--- config.mk ---
export PLATFORM = sky130hd
export DESIGN_NAME = tie_wire_arbiter_flat
export DESIGN_NICKNAME = d
export VERILOG_FILES = /design/src/rtl/tie_wire_arbiter_if.sv /design/src/rtl/tie_wire_arbiter.sv /design/src/flat_wrapper.sv
export SDC_FILE = /design/constraint.sdc
export NUM_CORES = 1
export LEC_CHECK = 0
export BUFFER_PORTS_ARGS = -buffer_cell sky130_fd_sc_hd__buf_2
export CORE_MARGIN = 4
export CORE_UTILIZATION = 45
export CTS_CLUSTER_SIZE = 16
export DETAILED_ROUTE_END_ITERATION = 12
export MAX_ROUTING_LAYER = met4
export PLACE_DENSITY_LB_ADDON = 0.2
export SLEW_MARGIN = 20
export SYNTH_ARGS = -nofsm -noshare
export SYNTH_HDL_FRONTEND = slang
export SYNTH_SLANG_ARGS = --single-unit
--- constraint.sdc ---
create_clock -name CLK -period 2.5 [get_ports CLK]
set_input_delay 0.25 -clock CLK [delete_from_list [all_inputs] [get_ports CLK]]
set_output_delay 0.25 -clock CLK [all_outputs]
set_load 0.02 [all_outputs]
--- src/rtl/tie_wire_arbiter_if.sv ---
// Handshake and output bundle for tie_wire_arbiter.
// master: requester/consumer side, slave: the arbiter itself.
interface tie_wire_arbiter_if #(
    parameter int WIDTH = 50
);
    logic             req0_valid;
    logic             req1_valid;
    logic [WIDTH-1:0] req0_data;
    logic [WIDTH-1:0] req1_data;
    logic             req0_ready;
    logic             req1_ready;
    logic [WIDTH-1:0] tie_control;
    logic             tie_update;
    logic             grant_id;
    logic             busy;

    modport master (
        output req0_valid, req1_valid, req0_data, req1_data,
        input  req0_ready, req1_ready, tie_control, tie_update, grant_id, busy
    );

    modport slave (
        input  req0_valid, req1_valid, req0_data, req1_data,
        output req0_ready, req1_ready, tie_control, tie_update, grant_id, busy
    );
endinterface

--- src/rtl/tie_wire_arbiter.sv ---
// Two-requester round-robin arbiter driving a registered TIE_control word.
// A new word is held for HOLD_CYCLES cycles before the next one is accepted.
// Optional macro TIE_ARB_CHANGE_FILTER_EN: a transfer that carries the value
// already on tie_control is consumed silently (pointer rotates, no update).
//
// state | meaning
// IDLE  | ready offered to a valid requester, waiting for a transfer
// HOLD  | new word on tie_control, counting down, ready held low
module tie_wire_arbiter #(
    parameter int WIDTH       = 50,
    parameter int HOLD_CYCLES = 4
) (
    input logic               CLK,
    input logic               BReset,
    tie_wire_arbiter_if.slave bus
);
    typedef enum logic {IDLE = 1'b0, HOLD = 1'b1} state_t;

    localparam logic [7:0] HOLD_CNT_INIT = 8'(HOLD_CYCLES - 1);

    state_t           state_q;
    state_t           state_d;
    logic [7:0]       hold_cnt_q;
    logic             rr_ptr_q;
    logic [WIDTH-1:0] tie_control_q;
    logic             tie_update_q;
    logic             grant_id_q;
    logic             ready0;
    logic             ready1;
    logic             xfer;
    logic             xfer_new;
    logic             xfer_id;
    logic [WIDTH-1:0] xfer_data;

    assign xfer      = ready0 | ready1;
    assign xfer_id   = ready1;
    assign xfer_data = ready1 ? bus.req1_data : bus.req0_data;

`ifdef TIE_ARB_CHANGE_FILTER_EN
    assign xfer_new = xfer && (xfer_data != tie_control_q);
`else
    assign xfer_new = xfer;
`endif

    // State register.
    always_ff @(posedge CLK or posedge BReset) begin
        if (BReset) begin
            state_q <= IDLE;
        end else begin
            state_q <= state_d;
        end
    end

    // Next state: a word that changes tie_control starts a hold; hold ends at count 0.
    always_comb begin
        state_d = state_q;
        case (state_q)
            IDLE:    if (xfer_new) state_d = HOLD;
            HOLD:    if (hold_cnt_q == 8'd0) state_d = IDLE;
            default: state_d = IDLE;
        endcase
    end

    // Ready outputs: combinational grant in IDLE, round-robin pointer breaks ties.
    always_comb begin
        ready0 = 1'b0;
        ready1 = 1'b0;
        if (state_q == IDLE && !BReset) begin
            if (bus.req0_valid && bus.req1_valid) begin
                ready0 = ~rr_ptr_q;
                ready1 = rr_ptr_q;
            end else begin
                ready0 = bus.req0_valid;
                ready1 = bus.req1_valid;
            end
        end
    end

    // Datapath: capture accepted word, run hold counter, rotate pointer.
    always_ff @(posedge CLK or posedge BReset) begin
        if (BReset) begin
            tie_control_q <= '0;
            tie_update_q  <= 1'b0;
            grant_id_q    <= 1'b0;
            hold_cnt_q    <= 8'd0;
            rr_ptr_q      <= 1'b0;
        end else begin
            tie_update_q <= xfer_new;
            if (xfer) begin
                rr_ptr_q <= ~xfer_id;
            end
            if (xfer_new) begin
                tie_control_q <= xfer_data;
                grant_id_q    <= xfer_id;
                hold_cnt_q    <= HOLD_CNT_INIT;
            end else if (state_q == HOLD && hold_cnt_q != 8'd0) begin
                hold_cnt_q <= hold_cnt_q - 8'd1;
            end
        end
    end

    assign bus.req0_ready  = ready0;
    assign bus.req1_ready  = ready1;
    assign bus.tie_control = tie_control_q;
    assign bus.tie_update  = tie_update_q;
    assign bus.grant_id    = grant_id_q;
    assign bus.busy        = (state_q == HOLD);
endmodule

--- src/flat_wrapper.sv ---
// flat-port wrapper written by rule: the top's interface ports become plain ports
module tie_wire_arbiter_flat 
#(
    parameter int WIDTH       = 50,
    parameter int HOLD_CYCLES = 4
)
  (CLK, BReset, bus_req0_valid, bus_req1_valid, bus_req0_data, bus_req1_data, bus_req0_ready, bus_req1_ready, bus_tie_control, bus_tie_update, bus_grant_id, bus_busy);
  tie_wire_arbiter_if #(.WIDTH(WIDTH)) bus_i ();
  input logic CLK;
  input logic BReset;
  input wire logic [$bits(bus_i.req0_valid)-1:0] bus_req0_valid;
  input wire logic [$bits(bus_i.req1_valid)-1:0] bus_req1_valid;
  input wire logic [$bits(bus_i.req0_data)-1:0] bus_req0_data;
  input wire logic [$bits(bus_i.req1_data)-1:0] bus_req1_data;
  output wire logic [$bits(bus_i.req0_ready)-1:0] bus_req0_ready;
  output wire logic [$bits(bus_i.req1_ready)-1:0] bus_req1_ready;
  output wire logic [$bits(bus_i.tie_control)-1:0] bus_tie_control;
  output wire logic [$bits(bus_i.tie_update)-1:0] bus_tie_update;
  output wire logic [$bits(bus_i.grant_id)-1:0] bus_grant_id;
  output wire logic [$bits(bus_i.busy)-1:0] bus_busy;
  assign bus_i.req0_valid = bus_req0_valid;
  assign bus_i.req1_valid = bus_req1_valid;
  assign bus_i.req0_data = bus_req0_data;
  assign bus_i.req1_data = bus_req1_data;
  assign bus_req0_ready = bus_i.req0_ready;
  assign bus_req1_ready = bus_i.req1_ready;
  assign bus_tie_control = bus_i.tie_control;
  assign bus_tie_update = bus_i.tie_update;
  assign bus_grant_id = bus_i.grant_id;
  assign bus_busy = bus_i.busy;
  tie_wire_arbiter #(.WIDTH(WIDTH), .HOLD_CYCLES(HOLD_CYCLES)) u_core (.CLK(CLK), .BReset(BReset), .bus(bus_i));
endmodule
# == After elaboration in Yosys (flattened, before gate mapping) ==
# Cells that the tools add are included.
# word_totals
input_bits,104
out_inout_bits,55
word_cells,28
ff_bits,62
# op_classes
mux,10
reduce_logical,7
addsub,1
bitwise,4
# op_table
operator,count
two-way mux 50 bit,1
two-way mux 8 bit,2
logical NOT 8 bit,1
nonzero test 8 bit,1
"subtractor 8 x 1 -> 8 bit, second input constant",1
two-way mux 1 bit,6
logical AND 1 bit,3
inverter 1 bit,3
one-hot mux 1 bit (2 select lines),1
nonzero test 2 bit,1
logical NOT 1 bit,1
bitwise OR 1 bit,1

# == Longest topological paths before layout ==
# Gate-level depths: netlist (run 1).
# depth
depth_word,6
depth_mapped,7
depth_no_buf,5

# == Least setup slack after synthesis (run 1) ==
# Ideal clock, no wire load.
# synth_path
path_type,register -> output
from,"register u_core.state_q, in the netlist u_core.bus.busy"
to,output bus_req1_ready
slack_ns,0.558
required_ns,2.250
arrival_time_ns,1.692
path_buffers,3
stages_incl_launch_ff,6
path_cell_list,dfrtp_1 buf_2 or3b_2 buf_2 buf_2 nor2_1
# synth_via
elab_chain_len,3
# synth_rtl
item,line_no,text
start: declaration,tie_wire_arbiter.sv:21,state_t state_q;
start signal: assignment,tie_wire_arbiter.sv:50,state_q <= state_d;
inverter 1 bit,tie_wire_arbiter.sv:68,if (state_q == IDLE && !BReset) begin
logical AND 1 bit,tie_wire_arbiter.sv:68,
two-way mux 1 bit,tie_wire_arbiter.sv:68,
end: declaration,flat_wrapper.sv:16,output wire logic [$bits(bus_i.req1_ready)-1:0] bus_req1_ready;
# No other way between the ends.

# == Worst setup path after layout (run 1) ==
# layout_path
from,input BReset
to,output bus_req1_ready
# layout_via
elab_chain_len,3
# layout_rtl
item,line_no,text
start: declaration,flat_wrapper.sv:10,input logic BReset;
logical NOT 1 bit (no line),-,
logical AND 1 bit,tie_wire_arbiter.sv:68,
two-way mux 1 bit,tie_wire_arbiter.sv:68,
# No other way between the ends.

==> flow_summary.toml, run 1 <==
[die]
dieArea_mm2 = 0.00802
ios = 159
die_w_um = 89.6
rows = 29
die_h_um = 89.6
core_mm2 = 0.00642
start_util_pct = 46.6

[global_route]
grt_max_degree = 44
grt_use_total_pct = 23.2
gr-total-overflow = 0
first_global_vias = 3032
grt_antenna_before_repair = 0
grt_first_pass_wirelength_um = 14000

[setup_path]
crit_required_ns = 2.25
crit_top_cell = "buf_2"
crit_type = "input port to output port"
crit_chain = "dlygate4sd3_1 -> buf_2 -> or3b_2 -> nor2_1 -> buf_2"
slowest_stage = "or3b_2"
crit_family = "simple AND/OR/NAND/NOR gates"
crit_fanout = 29
slowest_delay_ns = 0.74
worstSetupStartpointType = "input port"
timing.reg2reg.setup_slack_ns = 0.47
arrival_ns = 2.05
endpoint_kind = "output port"
crit_buf_inv = 3

[placement]
gp_congestion = 0.778
dp_slack_ns = 0.449
io_buffers = 158
dpl.hpwl_um = 6320

[timing]
max_freq_ghz = 0.435
tns_ns = 0
rsz0062_at_grt = "no"
whs_ns = 0.143
fin_crit_sh_pct = 91.9
post-route-min-period_ns = 2.30
slew-limit-headroom_pct = 38.7
timing.final.ws_setup_ns = 0.202
setup_viol = 0
worstMarginPinSlew_ns = 0.918
clock_skew_ns = 0.00918
hold_viol = 0
final_max_slew_viol_count = 0

[layout]
antennaDiodeCount = 0
nNetsFinal = 552
synthToLayoutAreaGrowth_pct = 35.0
drive_above_1_share_pct = 42.4
final_util_pct = 62.9

[synthesis]
synth_area_mm2 = 0.00299
synth_cells = 298
syn_area_per_cell_um2 = 10.0
synth-seq-cells = 62
synthesis.nets = 404
yosysWarnings = 0
synth-seq-area-share_pct = 51.8
ys_types = 27

[clock_network]
cts_buffers = 9
h-tree-depth = 3
cts_tree = "done"
cts_root_buf = "clkbuf_8"
cts_num_sinks = 62
ctsResizeCount = 0
clkTransAtPathRegs_ns = 0.07
cts_setup_buffers = 0
cts_max_path_buffers = 2
insertion_delay_ns = 0.33
postCtsHoldBufs = 1

[pwr]
power.density_mw_per_mm2 = 1200
cellLeakagePower_uw = 0.00195
ir_worst_vdd_mv = 0.508

[routing]
wl_per_cell_um = 17.1
routed_wl_um = 8990
via_per_inst = 5.69
drt_pass1_iterations = 4
drt_iter0_drc = 158
remaining_drc_errors = 0
vias = 2997
ant_nets = 0

[run_status]
outcome = "completed"

[job]
maxCapViolations = 0

[hold_path]
hold_path_class = "input port to flop"
metal layers:
layer	share of wire [%]	GRT usage (%)	up-vias
met1	42	29.2	1445
met3	4.7	4.01	21
li1	-	-	1424
met4	2.3	10.6	0
met2	51	36.6	107
met5	0	-	-
worst register-to-register path, cell delays in order (launching register included):
cell,delay [ns]
dfrtp_1,0.42
inv_1,0.10
ha_1,0.19
or3b_2,0.50
o21ai_0,0.48
mux2i_1,0.26
cells in the mapped netlist:
library cell | number | share of area, %
dfrtp_1 | 62 | 52
a21oi_1 | 30 | 5.0
o21ai_0 | 30 | 5.0
nor3b_1 | 27 | 6.8
a221o_1 | 26 | 8.7
a31oi_1 | 24 | 5.0
nand3_1 | 24 | 4.0
clkbuf_1 | 22 | 2.8
buf_2 | 9 | 1.5
inv_1 | 7 | 0.88
nand2_1 | 6 | 0.75
nor2_1 | 5 | 0.63
mux2i_1 | 4 | 1.3
o2111ai_1 | 3 | 0.88
or3b_2 | 3 | 0.88
or4_1 | 3 | 0.75
ha_1 | 2 | 0.84
or2_2 | 2 | 0.42
and3_1 | 1 | 0.21
clkbuf_2 | 1 | 0.17
nand2b_1 | 1 | 0.21
nor2_2 | 1 | 0.21
nor2b_1 | 1 | 0.21
o22ai_1 | 1 | 0.21
o31ai_1 | 1 | 0.25
or3_2 | 1 | 0.25
or4b_1 | 1 | 0.33
report_power, final:
part	total, uW	internal, uW	switching (uW)
sequential	1800	1480	321
clock	859	479	380
combinational	2180	860	1320
sequential cells by signal (all words and copies together) (netlist names):
register	flops
u_core.bus.busy	1
u_core.bus.grant_id	1
u_core.bus.tie_control	50
u_core.bus.tie_update	1
u_core.hold_cnt_q	8
u_core.rr_ptr_q	1
logic make-up after synthesis:
logic type	Yosys count	synth area share, %
compound gates	115	25.1
fa+ha+maj	2	0.836
buf+inv	39	5.31
flops	62	51.8
mux	4	1.34
simple gates	76	15.6
layout by cell type (no fill, tap or decap), types with 2 or more instances in the layout:
cell and n:
inv_1 6, or3b_2 3, o21ai_0 30, nand3_1 24, a31oi_1 24, buf_2 158
o2111ai_1 3, ha_1 2, nor3b_1 27, nor2_1 5, dfrtp_1 62, a21oi_1 30
mux2i_1 4, buf_4 9, clkinv_2 2, or2_2 2, nand2_1 6, or4_1 3
clkbuf_8 10, a221o_1 26
final timing paths:
path | to | startpoint | depth (start not counted)
hold / removal | u_core.bus.tie_control[22] | bus_req0_data[22] | 2
hold reg to reg | u_core.bus.tie_control[7] | u_core.bus.tie_control[7] | 1
setup reg to reg | u_core.hold_cnt_q[1] | u_core.hold_cnt_q[0] | 5
max in group asynchronous | u_core.bus.tie_control[6] | BReset | 4
setup / recovery | bus_req1_ready | BReset | 5
min in group asynchronous | u_core.bus.tie_control[49] | BReset | 3
final cells by class:
cell class | instances | area (um^2)
well taps | 77 | 96.3
multi-input cells | 197 | 1290
clock inverters | 4 | 47.5
repair buffers | 169 | 888
clock buffers | 11 | 141
fillers | 572 | 2380
flip-flops and latches | 62 | 1550
inverters | 7 | 26.3
metrics by stage:
| step | total power [uW] | std cells | instance area [um^2] |
|---|---|---|---|
| finish | 4840 | 527 | 4040 |
| global route | 5170 | 527 | 4040 |
| CTS | 4860 | 527 | 4040 |
| detailed placement | 4000 | 511 | 3840 |
| global placement | 3940 | 511 | 3840 |
| floorplan | 3220 | 298 | 2990 |
Note: power is estimated with default switching activity, not from simulation.
==> inputs of run 2 (changes only) <==
Settings changed: GPL_ROUTABILITY_DRIVEN from default to 0, MAX_ROUTING_LAYER met4 to default, RECOVER_POWER from default to 100.
==> run 2 against run 1 <==
Against the previous run: non-clock buffer count unchanged; global-route usage shrank 0.74 points; worst hold slack worse by 0.00058 ns; die area unchanged; sequential power is essentially flat; final area is 2.1% lower; combinational power fell by 5%; largest cell class unchanged; total power down 2.1%; clock power hardly changed; via count fell by 0.67%; first-iteration DRC count is 8.2% lower.
==> flow_summary.toml, run 2 (synthesis gave the netlist of run 1 again) <==
[die]
die_w_um = 89.6
ios = 159
dieArea_mm2 = 0.00802
rows = 29
start_util_pct = 46.6
core_mm2 = 0.00642
die_h_um = 89.6

[clock_network]
postCtsHoldBufs = 1
clkTransAtPathRegs_ns = 0.07
cts_max_path_buffers = 2
insertion_delay_ns = 0.33
cts_buffers = 9
ctsResizeCount = 0
cts_tree = "done"
cts_setup_buffers = 0
cts_num_sinks = 62
h-tree-depth = 3
cts_root_buf = "clkbuf_8"

[timing]
timing.final.ws_setup_ns = 0.198
max_freq_ghz = 0.434
rsz0062_at_grt = "no"
tns_ns = 0
hold_viol = 0
setup_viol = 0
slew-limit-headroom_pct = 37.8
fin_crit_sh_pct = 92.1
final_max_slew_viol_count = 0
clock_skew_ns = 0.00852
worstMarginPinSlew_ns = 0.933
post-route-min-period_ns = 2.30

[placement]
dpl-instance-area_mm2 = 0.00384
dpl.hpwl_um = 6320
dp_slack_ns = 0.449
io_buffers = 158

[pwr]
p_seq_share_pct = 38.3
net-switching-power_uw = 2030
combPwrFrac_pct = 43.6
swShare_pct = 42.9
ir_worst_vdd_mv = 0.491
cellLeakagePower_uw = 0.00178
power.density_mw_per_mm2 = 1200
p_int_uw = 2710
clkPwrFrac_pct = 18.1

[job]
maxCapViolations = 0

[setup_path]
slowest_delay_ns = 0.76
crit_required_ns = 2.25
slowest_stage = "or3b_2"
crit_chain = "dlygate4sd3_1 -> clkbuf_1 -> or3b_2 -> nor2_1 -> buf_2"
worstSetupStartpointType = "input port"
crit_fanout = 29
arrival_ns = 2.05
endpoint_kind = "output port"
crit_type = "input port to output port"

[layout]
largest_reg_flops = 50
layout_common_cells = "buf_2, dfrtp_1, clkbuf_1"
antennaDiodeCount = 0
synthToLayoutAreaGrowth_pct = 32.2
final_common_cell = "buf_2"
drive_above_1_share_pct = 30.2
nNetsFinal = 552
final_area_mm2 = 0.00396

[run_status]
outcome = "completed"

[routing]
drt_pass1_iterations = 4
remaining_drc_errors = 0
ant_nets = 0
vias = 2977
drt_iter0_drc = 145
routed_wl_um = 9010
wl_per_cell_um = 17.1
via_per_inst = 5.65

[global_route]
grt_antenna_before_repair = 0
gr-total-overflow = 0
first_global_vias = 3039
grt_first_pass_wirelength_um = 14000
grt_use_total_pct = 22.5
grt_max_degree = 44

[hold_path]
hold_path_class = "input port to flop"
-- run 2: cell count changes in the layout (fill, tap and decap cells not counted) --
cell,before,now
clkbuf_1,1,55
buf_2,158,105
buf_12,1,0
buf_4,9,8
clkbuf_2,0,1
inv_1,6,7
inv_2,1,0
-- run 2: through the flow --
| step | hold slack, ns | total power [uW] | cells | utilization (%) |
|---|---|---|---|---|
| 6_report | 0.142 | 4740 | 527 | 61.6 |
| 5_1_grt | 0.133 | 5060 | 527 | 61.6 |
| 4_1_cts | 0.132 | 4860 | 527 | 62.9 |
| 3_5_place_dp | 0.311 | 4000 | 511 | 59.8 |
| 3_3_place_gp | 0.305 | 3940 | 511 | 59.8 |
| 2_1_floorplan | 0.395 | 3220 | 298 | - |
-- run 2: worst max-delay path, delay by kind of cell --
family,cells,cell delay [ns]
AND/OR/NAND/NOR,2,0.93
buffers and inverters,3,0.86
-- run 2: final cells by class --
cell class	count	area [um^2]
Multi-Input combinational cell	197	1290
Timing Repair Buffer	169	803
Fill cell	598	2460
Tap cell	77	96.3
Clock inverter	4	47.5
Clock buffer	11	141
Sequential cell	62	1550
Inverter	7	26.3
-- run 2: power groups by stage --
stage          sequential (uW)  combinational (uW)  clock (uW)
6_report                  1820                2070         860
3_5_place_dp              1800                2200           0
3_3_place_gp              1800                2140           0
5_1_grt                   1870                2260         920
4_1_cts                   1800                2190         867
2_1_floorplan             2240                 973           0
-- run 2: final timing paths --
kind	startpoint	slack [ns]	cells after the start	to
worst min-delay path	bus_req0_data[22]	0.14	2	u_core.bus.tie_control[22]
worst max register to register	u_core.hold_cnt_q[0]	0.48	5	u_core.hold_cnt_q[1]
worst max-delay path	BReset	0.20	5	bus_req1_ready
worst min register to register	u_core.hold_cnt_q[4]	0.51	1	u_core.hold_cnt_q[4]
min in group asynchronous	BReset	0.63	3	u_core.bus.tie_control[49]
max in group asynchronous	BReset	0.47	4	u_core.hold_cnt_q[5]
-- run 2: per-layer routing --
layer | track usage [%] | wire length (um) | vias up
met5 | 0 | 0 | -
met4 | 10.6 | 226 | 0
met3 | 4.20 | 420 | 21
met2 | 36.8 | 4650 | 101
met1 | 28.8 | 3720 | 1433
li1 | - | - | 1422
